## config.mk

```make
export PLATFORM = sky130hd
export DESIGN_NAME = cpa_pipe64
export DESIGN_NICKNAME = d
export VERILOG_FILES = /design/src/rtl/mult_pkg.sv /design/src/rtl/cpa_slice.sv /design/src/rtl/cpa_pipe64.sv
export SDC_FILE = /design/constraint.sdc
export NUM_CORES = 1
export LEC_CHECK = 0
export ABC_CLOCK_PERIOD_IN_PS = 3800
export BUFFER_PORTS_ARGS = -buffer_cell sky130_fd_sc_hd__buf_2
export CAP_MARGIN = 20
export CORE_ASPECT_RATIO = 0.6
export CORE_MARGIN = 3
export CORE_UTILIZATION = 50
export CTS_BUF_LIST = sky130_fd_sc_hd__clkbuf_16
export DETAILED_ROUTE_END_ITERATION = 10
export PLACE_DENSITY = 0.74
export SYNTH_ARGS = -nofsm -noshare
export SYNTH_HDL_FRONTEND = slang
export SYNTH_HIERARCHICAL = 1
export SYNTH_SLANG_ARGS = --single-unit
```

## constraint.sdc

```tcl
create_clock -name clk -period 3.8 [get_ports clk]
set_input_delay 0.19 -clock clk [delete_from_list [all_inputs] [get_ports clk]]
set_output_delay 0.19 -clock clk [all_outputs]
set_load 0.02 [all_outputs]
```

## src/rtl/mult_pkg.sv

```systemverilog
// Shared constants for the multiplier datapath: operand width, the split point of
// the final carry-propagate adder, and the partial-product count of the reduction tree.
package mult_pkg;

    localparam int MULT_W    = 64;
    localparam int CPA_SPLIT = 32;
    localparam int PP_COUNT  = 16;

endpackage

```

## src/rtl/cpa_slice.sv

```systemverilog
// Purely combinational W-bit adder with carry-in and carry-out; one instance
// covers each half of the pipelined carry-propagate adder.
module cpa_slice #(
    parameter int W = 32
) (
    input  logic [W-1:0] a,
    input  logic [W-1:0] b,
    input  logic         cin,
    output logic [W-1:0] sum,
    output logic         cout
);

    always_comb begin
        {cout, sum} = {1'b0, a} + {1'b0, b} + {{W{1'b0}}, cin};
    end

endmodule

```

## src/rtl/cpa_pipe64.sv

```systemverilog
// Final carry-propagate adder of the reduction tree: prod = sum + (carry << 1) mod 2^WIDTH,
// split into two registered halves with a valid/ready handshake and full backpressure.
module cpa_pipe64
    import mult_pkg::*;
#(
    parameter int WIDTH = MULT_W,
    parameter int SPLIT = CPA_SPLIT
) (
    input  logic             clk,
    input  logic             rst_n,
    input  logic [WIDTH-1:0] sum_i,
    input  logic [WIDTH-1:0] carry_i,
    input  logic             in_valid,
    output logic             in_ready,
    output logic [WIDTH-1:0] prod_o,
    output logic             out_valid,
    input  logic             out_ready,
    output logic             busy_o
);

    localparam int HI_W = WIDTH - SPLIT;

    logic [WIDTH-1:0] cs;
    logic [SPLIT-1:0] lo_sum;
    logic             lo_cout;
    logic [HI_W-1:0]  hi_sum;
    logic             hi_cout;
    logic [WIDTH:0]   s2_next;

    logic [SPLIT-1:0] s1_lo;
    logic             s1_c;
    logic [HI_W-1:0]  s1_hs;
    logic [HI_W-1:0]  s1_hc;
    logic             s1_v;
    logic [WIDTH-1:0] s2_res;
    logic             s2_v;

    logic s2_free;
    logic s1_adv;
    logic accept;

    // The carry row has weight i+1; its top bit falls off the end of the shift.
    assign cs = carry_i << 1;

    cpa_slice #(.W(SPLIT)) u_lo (
        .a    (sum_i[SPLIT-1:0]),
        .b    (cs[SPLIT-1:0]),
        .cin  (1'b0),
        .sum  (lo_sum),
        .cout (lo_cout)
    );

    cpa_slice #(.W(HI_W)) u_hi (
        .a    (s1_hs),
        .b    (s1_hc),
        .cin  (s1_c),
        .sum  (hi_sum),
        .cout (hi_cout)
    );

    // The overall carry-out is dropped: the result is modulo 2^WIDTH.
    assign s2_next = {hi_cout, hi_sum, s1_lo};

    assign s2_free  = !s2_v || out_ready;
    assign s1_adv   = s1_v && s2_free;
    assign in_ready = !s1_v || s1_adv;
    assign accept   = in_valid && in_ready;

    always_ff @(posedge clk or negedge rst_n) begin
        if (!rst_n) begin
            s1_lo <= '0;
            s1_c  <= 1'b0;
            s1_hs <= '0;
            s1_hc <= '0;
            s1_v  <= 1'b0;
        end else if (accept) begin
            s1_lo <= lo_sum;
            s1_c  <= lo_cout;
            s1_hs <= sum_i[WIDTH-1:SPLIT];
            s1_hc <= cs[WIDTH-1:SPLIT];
            s1_v  <= 1'b1;
        end else if (s1_adv) begin
            s1_v  <= 1'b0;
        end
    end

    always_ff @(posedge clk or negedge rst_n) begin
        if (!rst_n) begin
            s2_res <= '0;
            s2_v   <= 1'b0;
        end else if (s1_adv) begin
            s2_res <= WIDTH'(s2_next);
            s2_v   <= 1'b1;
        end else if (s2_v && out_ready) begin
            s2_v   <= 1'b0;
        end
    end

    assign prod_o    = s2_res;
    assign out_valid = s2_v;
    assign busy_o    = s1_v || s2_v;

endmodule

```

==> run_results.csv, run 1 <==
group,metric,value,unit
worst_setup_path,crit_path_start_kind,"flip-flop",
finish,final_net_count,1294,
sta,report.final.setup_viol,0,
clock_tree,postCtsSetupBuffers,0,
pwr,power-per-cell-area,610,mW/mm²
run_status,status,"finished, final reports clean",
worst_setup_path,critical_path.endpoint_type,"flip-flop",
routing,postRouteWirelength,25.5,mm
clock_tree,cts_hold_buffers,57,
worst_setup_path,timing.critical_path.required,4.11,ns
sta,final_period_minus_worst_setup_slack,3.33,ns
clock_tree,clkSlewWorstSetupHoldPaths,0.06,ns
sta,hold_viol,0,
finish,regArea,0.00408,mm²
clock_tree,postCtsResizedCells,0,
routing,post_route_antenna_net_violation_count,0,
finish,combined_area_of_the_multi_input_logic_cells,0.00543,mm²
global_route,grt_overflow_total,0,
floorplan,die_x,187,µm
sta,holdWs,0.0229,ns
global_route,grt_max_degree,105,
routing,route.detailed.wl_per_inst,18.7,µm
floorplan,die_boundary_height,114,µm
finish,drive_above_1_share,0.378,
floorplan,rows,38,
job,max_cap_viol_count,0,
sta,tightest_slew,0.944,ns
floorplan,initial_utilization,0.526,
sta,timing.setup.tns,0,ns
clock_tree,worstSkewPairLatency,0.42,ns
worst_setup_path,reg2reg_to,"prod_o[60]",
clock_tree,cts_num_sinks,163,
sta,slew-limit-headroom,0.371,
sta,rsz0062_at_grt,"false",
finish,areaGrowthSynthToFinish,23.6,%
worst_setup_path,setup.worst_path.start,"s1_hs[0]",
global_route,grt_pass1_wl,41.4,mm
floorplan,design.core.area,0.0186,mm²
sta,achievable_freq,0.300,GHz
routing,dr.pass1.iters,5,
clock_tree,clock_path_buffers,2,
global_route,grt_antenna_before_repair,0,
clock_tree,tritoncts.num_buffers,17,
finish,final.fill_count,1502,
placement,gp_routability_congestion,0.889,
worst_setup_path,crit_path_end,"prod_o[60]",
routing,via_per_inst,5.68,
finish,mostFrequentLayoutCell,"buf_2",
clock_tree,cts_root_buf,"clkbuf_16",
logic_synthesis,synth.yosys.warnings,6,
finish,antennaDiodeCount,0,
routing,drt_drc_violations_left,0,
pwr,irDropWorstVdd,0.302,mV
global_route,grt_pass1_vias,7738,
worst_hold_path,worstHoldPathType,"in -> reg",
clock_tree,tritoncts,"done",
floorplan,io_pins,199,
routing,dr_total_vias,7760,
sta,slew_viol_final,0,
global_route,gr-usage-all-layers,0.243,
worst_setup_path,r2r_slack,0.47,ns
sta,clock_skew,0.00736,ns
logic_synthesis,syn_area_per_cell,11.7,µm²
finish,final_cell_mix,"buf_2 (196), dfrtp_1 (163), mux2_2 (131)",
worst_setup_path,reg2regPathDepth,10,
floorplan,dieArea,0.0214,mm²
clock_tree,h-tree-depth,4,
placement,portBuffers,197,
worst_setup_path,crit_type,"reg -> reg",
worst_setup_path,worst-path-max-fanout,4,
logic_synthesis,syn_area,0.00981,mm²
placement,post-dp-hpwl,18.8,mm
sta,fin_crit_sh,0.877,
routing,drt-initial-drc-count,693,
worst_setup_path,arrival,3.64,ns
worst_setup_path,start_of_the_worst_register_to_register_path,"s1_hs[0]",
logic_synthesis,netlist_instances,840,
pwr,static-leakage-power,5.67,nW
metal layers:
layer,track usage,share of wire
met5,0,0
met4,0.0569,0.0076
met3,0.0471,0.067
met2,0.344,0.41
met1,0.381,0.52
sequential cells by signal, summed over array words and instances (netlist names):
register / count
out_valid: 1
s1_v: 1
s1_hs: 32
prod_o: 64
s1_lo: 32
s1_c: 1
s1_hc: 32
how the worst min path moves through the flow:
| stage | cells past startpoint | to | start |
|---|---|---|---|
| floorplan | 0 | out_valid | rst_n |
| global placement | 1 | s1_hc[15] | rst_n |
| detailed placement | 1 | s1_hc[15] | rst_n |
| CTS | 2 | s1_hc[14] | carry_i[45] |
| global route | 2 | s1_hc[14] | carry_i[45] |
| finish | 2 | s1_hc[14] | carry_i[45] |
stage by stage:
stage          power [mW]  setup slack, ns   util  instance area, µm²  std cells
6_report             7.40            0.467  0.651               12100       1366
5_1_grt              7.82            0.246  0.651               12100       1366
4_1_cts              7.42            0.503  0.651               12100       1366
3_5_place_dp         5.50            0.529  0.587               10900       1280
3_3_place_gp         5.42            0.650  0.587               10900       1280
2_1_floorplan        4.62            0.887      -                9810        841
critical path, stage by stage (launching register included):
cell and delay (ns):
dfrtp_1 0.40, fa_1 0.51, fa_1 0.43, a21oi_1 0.21
o32ai_1 0.14, o211ai_2 0.34, a21o_1 0.25, o21ai_2 0.13
a2111oi_0 0.46, a311oi_1 0.09, mux2_2 0.27
where the power goes:
group	internal (mW)	switching (mW)	total (mW)
clock network	1.15	0.687	1.84
registers	2.27	0.325	2.60
logic	1.33	1.63	2.96
final cells by class:
class                           instances  area share
Multi-Input combinational cell        640       0.447
Sequential cell                       163       0.336
Clock buffer                           17      0.0351
Tap cell                              260      0.0268
Inverter                               12     0.00371
Clock inverter                         12      0.0157
Timing Repair Buffer                  262       0.135
Note: power is estimated with default switching activity, not from simulation.
==> inputs of run 2 (changes only) <==
--- a/config.mk
+++ b/config.mk
@@ -5,15 +5,14 @@
 export SDC_FILE = /design/constraint.sdc
 export NUM_CORES = 1
 export LEC_CHECK = 0
-export ABC_CLOCK_PERIOD_IN_PS = 3800
-export BUFFER_PORTS_ARGS = -buffer_cell sky130_fd_sc_hd__buf_2
+export ABC_CLOCK_PERIOD_IN_PS = 3400
 export CAP_MARGIN = 20
 export CORE_ASPECT_RATIO = 0.6
 export CORE_MARGIN = 3
 export CORE_UTILIZATION = 50
 export CTS_BUF_LIST = sky130_fd_sc_hd__clkbuf_16
 export DETAILED_ROUTE_END_ITERATION = 10
-export PLACE_DENSITY = 0.74
+export DONT_BUFFER_PORTS = 1
 export SYNTH_ARGS = -nofsm -noshare
 export SYNTH_HDL_FRONTEND = slang
 export SYNTH_HIERARCHICAL = 1
==> constraint.sdc (replaced) <==
create_clock -name clk -period 3.4 [get_ports clk]
set_input_delay 0.17 -clock clk [delete_from_list [all_inputs] [get_ports clk]]
set_output_delay 0.17 -clock clk [all_outputs]
set_load 0.02 [all_outputs]
==> run 2 against run 1 <==
Compared with the run above:
- the run now ends with negative hold slack left
- routed wire length decreased by 5.0%
- maximum frequency grew 6.0%
- register-to-register slack got worse by 0.21 ns
- core utilization down 5.2 points
- worst hold slack got worse by 0.60 ns
- critical endpoint unchanged
- critical path type unchanged
- power increased by 2.7%
- sequential power is 32% higher
==> run_results.csv, run 2 (same netlist as run 1, synthesis figures left out) <==
group,metric,value,unit
run_status,status,"finished with violations",
run_status,violations,"negative hold slack",
finish,combined_area_of_the_multi_input_logic_cells,0.00544,mm²
pwr,static-leakage-power,4.90,nW
global_route,grt_pass1_vias,6982,
pwr,total_power,7.60,mW
global_route,grt_max_degree,164,
finish,postLayoutCellArea,0.0112,mm²
sta,clock_skew,0.00851,ns
floorplan,initial_utilization,0.526,
clock_tree,h-tree-depth,4,
worst_setup_path,reg2reg_to,"prod_o[60]",
worst_setup_path,reg2regPathDepth,10,
clock_tree,tritoncts,"done",
worst_setup_path,r2r_slack,0.26,ns
clock_tree,worstSkewPairLatency,0.44,ns
worst_setup_path,critical_path.endpoint_type,"flip-flop",
worst_setup_path,arrival,3.46,ns
worst_setup_path,worst-path-max-fanout,4,
placement,gp_routability_congestion,0.962,
pwr,power-per-cell-area,681,mW/mm²
floorplan,rows,38,
worst_setup_path,timing.critical_path.required,3.72,ns
clock_tree,cts_root_buf,"clkbuf_16",
placement,placed_cell_area,0.00994,mm²
clock_tree,clock_path_buffers,2,
floorplan,design.core.area,0.0186,mm²
finish,final.fill_count,1501,
global_route,gr-usage-all-layers,0.230,
worst_hold_path,worstHoldPathType,"in -> async",
routing,postRouteWirelength,24.2,mm
worst_setup_path,crit_type,"reg -> reg",
placement,post-dp-hpwl,17.8,mm
job,max_cap_viol_count,0,
clock_tree,cts_hold_buffers,67,
worst_setup_path,crit_path_start_kind,"flip-flop",
sta,timing.setup.tns,0,ns
finish,regArea,0.00408,mm²
global_route,grt_pass1_wl,38.8,mm
worst_setup_path,setup.worst_path.start,"s1_hs[0]",
global_route,grt_overflow_total,0,
sta,hold_viol,163,
clock_tree,cts_num_sinks,163,
sta,slew-limit-headroom,0.379,
finish,areaGrowthSynthToFinish,13.8,%
routing,route.detailed.wl_per_inst,20.5,µm
sta,slew_viol_final,0,
clock_tree,tritoncts.num_buffers,17,
routing,via_per_inst,5.89,
routing,dr.pass1.iters,5,
finish,final_net_count,1105,
sta,achievable_freq,0.318,GHz
placement,portBuffers,0,
pwr,irDropWorstVdd,0.403,mV
sta,final_period_minus_worst_setup_slack,3.14,ns
floorplan,die_boundary_height,114,µm
floorplan,io_pins,199,
routing,dr_total_vias,6955,
finish,drive_above_1_share,0.242,
worst_setup_path,crit_path_end,"prod_o[60]",
routing,drt_drc_violations_left,0,
sta,fin_crit_sh,0.925,
sta,report.final.setup_viol,0,
worst_setup_path,start_of_the_worst_register_to_register_path,"s1_hs[0]",
routing,drt-initial-drc-count,659,
finish,mostFrequentLayoutCell,"dfrtp_1",
clock_tree,clkSlewWorstSetupHoldPaths,0.07,ns
sta,tightest_slew,0.932,ns
routing,post_route_antenna_net_violation_count,0,
floorplan,die_x,187,µm
global_route,grt_antenna_before_repair,1,
sta,rsz0062_at_grt,"false",
floorplan,dieArea,0.0214,mm²
finish,largest_register_ffs,64,
sta,holdWs,-0.576,ns
finish,final_cell_mix,"dfrtp_1 (163), mux2_2 (131), dlygate4sd3_1 (67)",
[run 2: changes by cell type in the layout (fill, tap and decap cells not counted), sizes merged]
cell / delta
buf: -199
bufinv: -4
clkinv: +8
clkinvlp: -1
diode: +1
dlygate4sd3: +10
[run 2: power breakdown]
part | total, mW | internal, mW | leakage (nW) | switching (mW)
Sequential | 3.44 | 2.53 | 1.90 | 0.903
Clock | 1.79 | 0.996 | 0.273 | 0.796
Combinational | 2.37 | 1.21 | 2.73 | 1.16
[run 2: final cells by class]
type,instances,share of cell area
diodes,1,0.000224
clock buffers,17,0.0381
clock inverters,15,0.0105
inverters,12,0.00404
multi-input cells,640,0.487
flip-flops and latches,163,0.366
well taps,260,0.0292
repair buffers,73,0.0653
[run 2: worst min path at each step]
stage / depth (start not counted) / slack, ns / from / end
floorplan: 0 / -0.13 / rst_n / out_valid
global placement: 0 / -0.12 / rst_n / s1_hs[16]
detailed placement: 0 / -0.12 / rst_n / s1_hc[15]
CTS: 0 / -0.60 / rst_n / s1_hc[15]
global route: 0 / -0.61 / rst_n / s1_hc[15]
finish: 0 / -0.58 / rst_n / s1_hc[15]
[run 2: worst max-delay path, cell delays in order (launching register included)]
cell and delay (ns):
dfrtp_1 0.40, fa_1 0.49, fa_1 0.44, a21oi_1 0.22, o32ai_1 0.15, o211ai_2 0.22
a21o_1 0.23, o21ai_2 0.13, a2111oi_1 0.40, a311oi_1 0.08, mux2_2 0.27
[run 2: what timing repair did]
action | 4_1_cts | 5_1_grt
hold endpoints to repair | 229 | 163
setup endpoints to repair | 0 | 2
setup buffers | 0 | 0
resized for setup | 0 | 2
[run 2: layer usage]
layer  GRT usage  part of all wire  wire (µm)
met3      0.0740             0.077       1860
met4      0.0654             0.013        321
met1       0.345              0.50      12200
met5           0                 0          0
met2       0.315              0.41       9860
[run 2: stage by stage]
step,setup WS [ns],instances,util
6_report,0.256,1181,0.599
5_1_grt,0.0906,1181,0.599
4_1_cts,0.223,1180,0.598
3_5_place_dp,0.243,1081,0.533
3_3_place_gp,0.305,1081,0.533
2_1_floorplan,0.487,841,-
==> inputs of run 3 (changes only) <==
--- a/config.mk
+++ b/config.mk
@@ -6,13 +6,14 @@
 export NUM_CORES = 1
 export LEC_CHECK = 0
 export ABC_CLOCK_PERIOD_IN_PS = 3400
+export BUFFER_PORTS_ARGS = -buffer_cell sky130_fd_sc_hd__buf_2
 export CAP_MARGIN = 20
 export CORE_ASPECT_RATIO = 0.6
 export CORE_MARGIN = 3
 export CORE_UTILIZATION = 50
 export CTS_BUF_LIST = sky130_fd_sc_hd__clkbuf_16
 export DETAILED_ROUTE_END_ITERATION = 10
-export DONT_BUFFER_PORTS = 1
+export PLACE_DENSITY = 0.74
 export SYNTH_ARGS = -nofsm -noshare
 export SYNTH_HDL_FRONTEND = slang
 export SYNTH_HIERARCHICAL = 1
==> run 3 against run 2 <==
Compared with the run above:
- the flow now finishes without violations
- clock skew about the same
- sequential power decreased by 16%
- via count increased by 12%
- cell count increased by 17%
- highest routed layer unchanged
- critical endpoint is now prod_o[58]
- combinational power increased by 41%
- cell area increased by 9.4%
- die area unchanged
==> run_results.csv, run 3 (same netlist as run 1, synthesis figures left out) <==
group,metric,value,unit
floorplan,io_pins,199,
sta,final_period_minus_worst_setup_slack,3.15,ns
finish,final.fill_count,1496,
global_route,gr-usage-all-layers,0.247,
global_route,grt_overflow_total,0,
finish,final_net_count,1306,
clock_tree,h-tree-depth,4,
finish,antennaDiodeCount,0,
finish,fin_cells,1381,
pwr,net-switching-power,3.01,mW
worst_hold_path,worstHoldPathType,"in -> reg",
finish,areaGrowthSynthToFinish,24.5,%
sta,achievable_freq,0.318,GHz
routing,route.detailed.wl_per_inst,18.6,µm
sta,tightest_slew,0.766,ns
worst_setup_path,worst-path-max-fanout,4,
placement,portBuffers,197,
global_route,grt_pass1_wl,41.9,mm
floorplan,dieArea,0.0214,mm²
clock_tree,tritoncts,"done",
placement,dpl.cell_count,1283,
routing,dr_total_vias,7811,
floorplan,rows,38,
routing,via_per_inst,5.66,
finish,drive_above_1_share,0.378,
worst_setup_path,critical_path.cell_chain,"fa_1, fa_1, a21oi_1, o32ai_1, o211ai_2, buf_4, a2111oi_4, a211oi_1, o21bai_2, xor2_1, mux2_2",
clock_tree,clkSlewWorstSetupHoldPaths,0.06,ns
sta,clock_skew,0.00836,ns
floorplan,die_x,187,µm
pwr,static-leakage-power,5.71,nW
pwr,combinationalPowerShare,0.408,
sta,report.final.setup_viol,0,
sta,slew-limit-headroom,0.489,
worst_setup_path,arrival,3.46,ns
pwr,p_int,5.19,mW
placement,post-dp-hpwl,18.6,mm
clock_tree,worstSkewPairLatency,0.43,ns
pwr,total_power,8.20,mW
finish,postLayoutCellArea,0.0122,mm²
sta,fin_crit_sh,0.926,
pwr,irDropWorstVdd,0.366,mV
worst_setup_path,critical_path.most_common_cell,"fa_1",
worst_setup_path,crit_type,"reg -> reg",
finish,finalCoreUtilization,0.655,
worst_setup_path,kind_of_cell_adding_the_most_delay_to_the_critical_path,"compound AO/OA/AOI/OAI gates",
routing,dr.pass1.iters,5,
routing,drt_drc_violations_left,0,
routing,post_route_antenna_net_violation_count,0,
worst_setup_path,cp.buffers_inverters,1,
global_route,grt_antenna_before_repair,0,
worst_setup_path,cpPeakStageDelay,0.49,ns
clock_tree,cts_root_buf,"clkbuf_16",
floorplan,design.core.area,0.0186,mm²
clock_tree,tritoncts.num_buffers,17,
global_route,grt_pass1_vias,7748,
worst_setup_path,timing.critical_path.required,3.71,ns
placement,gp_routability_congestion,0.908,
pwr,clockPowerShare,0.239,
finish,final_cell_mix,"buf_2 (196), dfrtp_1 (163), mux2_2 (131)",
worst_setup_path,crit_path_top_delay_cell,"fa_1",
run_status,status,"finished, final reports clean",
sta,hold_viol,0,
worst_setup_path,crit_path_start_kind,"flip-flop",
floorplan,initial_utilization,0.526,
finish,largest_register_ffs,64,
sta,slew_viol_final,0,
clock_tree,cts_num_sinks,163,
sta,holdWs,0.0227,ns
finish,mostFrequentLayoutCell,"buf_2",
routing,drt-initial-drc-count,783,
pwr,swShare,0.367,
routing,postRouteWirelength,25.7,mm
job,max_cap_viol_count,0,
clock_tree,clock_path_buffers,2,
pwr,power-per-cell-area,672,mW/mm²
worst_setup_path,critical_path.endpoint_type,"flip-flop",
global_route,grt_max_degree,84,
placement,placed_cell_area,0.0110,mm²
pwr,power.share.sequential,0.353,
floorplan,die_boundary_height,114,µm
## run 3: cell count changes in the layout (fill, tap and decap cells not counted), sizes merged
cell	change
bufinv	+2
dlygate4sd3	-3
clkinv	-6
inv	+2
diode	-1
buf	+204
clkinvlp	+2
## run 3: area by class of cell
| type | instances | area (µm²) | share of cell area |
|---|---|---|---|
| Multi-Input combinational cell | 640 | 5430 | 0.445 |
| Clock inverter | 15 | 163 | 0.0133 |
| Clock buffer | 17 | 425 | 0.0349 |
| Timing Repair Buffer | 274 | 1740 | 0.143 |
| Tap cell | 260 | 325 | 0.0267 |
| Sequential cell | 163 | 4080 | 0.334 |
| Inverter | 12 | 45.0 | 0.00369 |
## run 3: power groups by stage
| stage | registers (mW) | clock network (mW) | logic [mW] |
|---|---|---|---|
| global placement | 2.90 | 0 | 3.17 |
| detailed placement | 2.92 | 0 | 3.23 |
| CTS | 2.89 | 2.00 | 3.31 |
| floorplan | 3.27 | 0 | 1.89 |
| finish | 2.90 | 1.96 | 3.34 |
| global route | 2.97 | 2.09 | 3.62 |
## run 3: path summary, 6_finish.rpt
kind / start / endpoint / slack (ns) / depth (start not counted)
worst max register to register: s1_hs[0] / prod_o[58] / 0.25 / 11
max in group asynchronous: rst_n / prod_o[16] / 2.17 / 3
worst min-delay path: carry_i[61] / s1_hc[30] / 0.02 / 2
worst max-delay path: s1_hs[0] / prod_o[58] / 0.25 / 11
worst min register to register: s1_lo[28] / prod_o[28] / 0.50 / 1
min in group asynchronous: rst_n / s1_hc[9] / 0.37 / 2
## run 3: metal layers
| layer | global-route usage | share of wire | vias up |
|---|---|---|---|
| met2 | 0.340 | 0.40 | 342 |
| met3 | 0.0593 | 0.080 | 16 |
| li1 | - | - | 3651 |
| met5 | 0 | 0 | - |
| met1 | 0.392 | 0.51 | 3802 |
| met4 | 0.0478 | 0.0079 | 0 |
## run 3: timing repair
item,4_1_cts,5_1_grt
hold endpoints to repair,143,0
hold buffers,64,0
resized for setup,0,1
buffers inserted,0,2
endpoints found under the setup margin,0,1
## run 3: metrics by stage
step | TNS, ns | worst slack, ns
2_1_floorplan | 0 | 0.487
3_3_place_gp | 0 | 0.295
3_5_place_dp | 0 | 0.206
4_1_cts | 0 | 0.191
5_1_grt | -0.00353 | -0.00353
6_report | 0 | 0.252
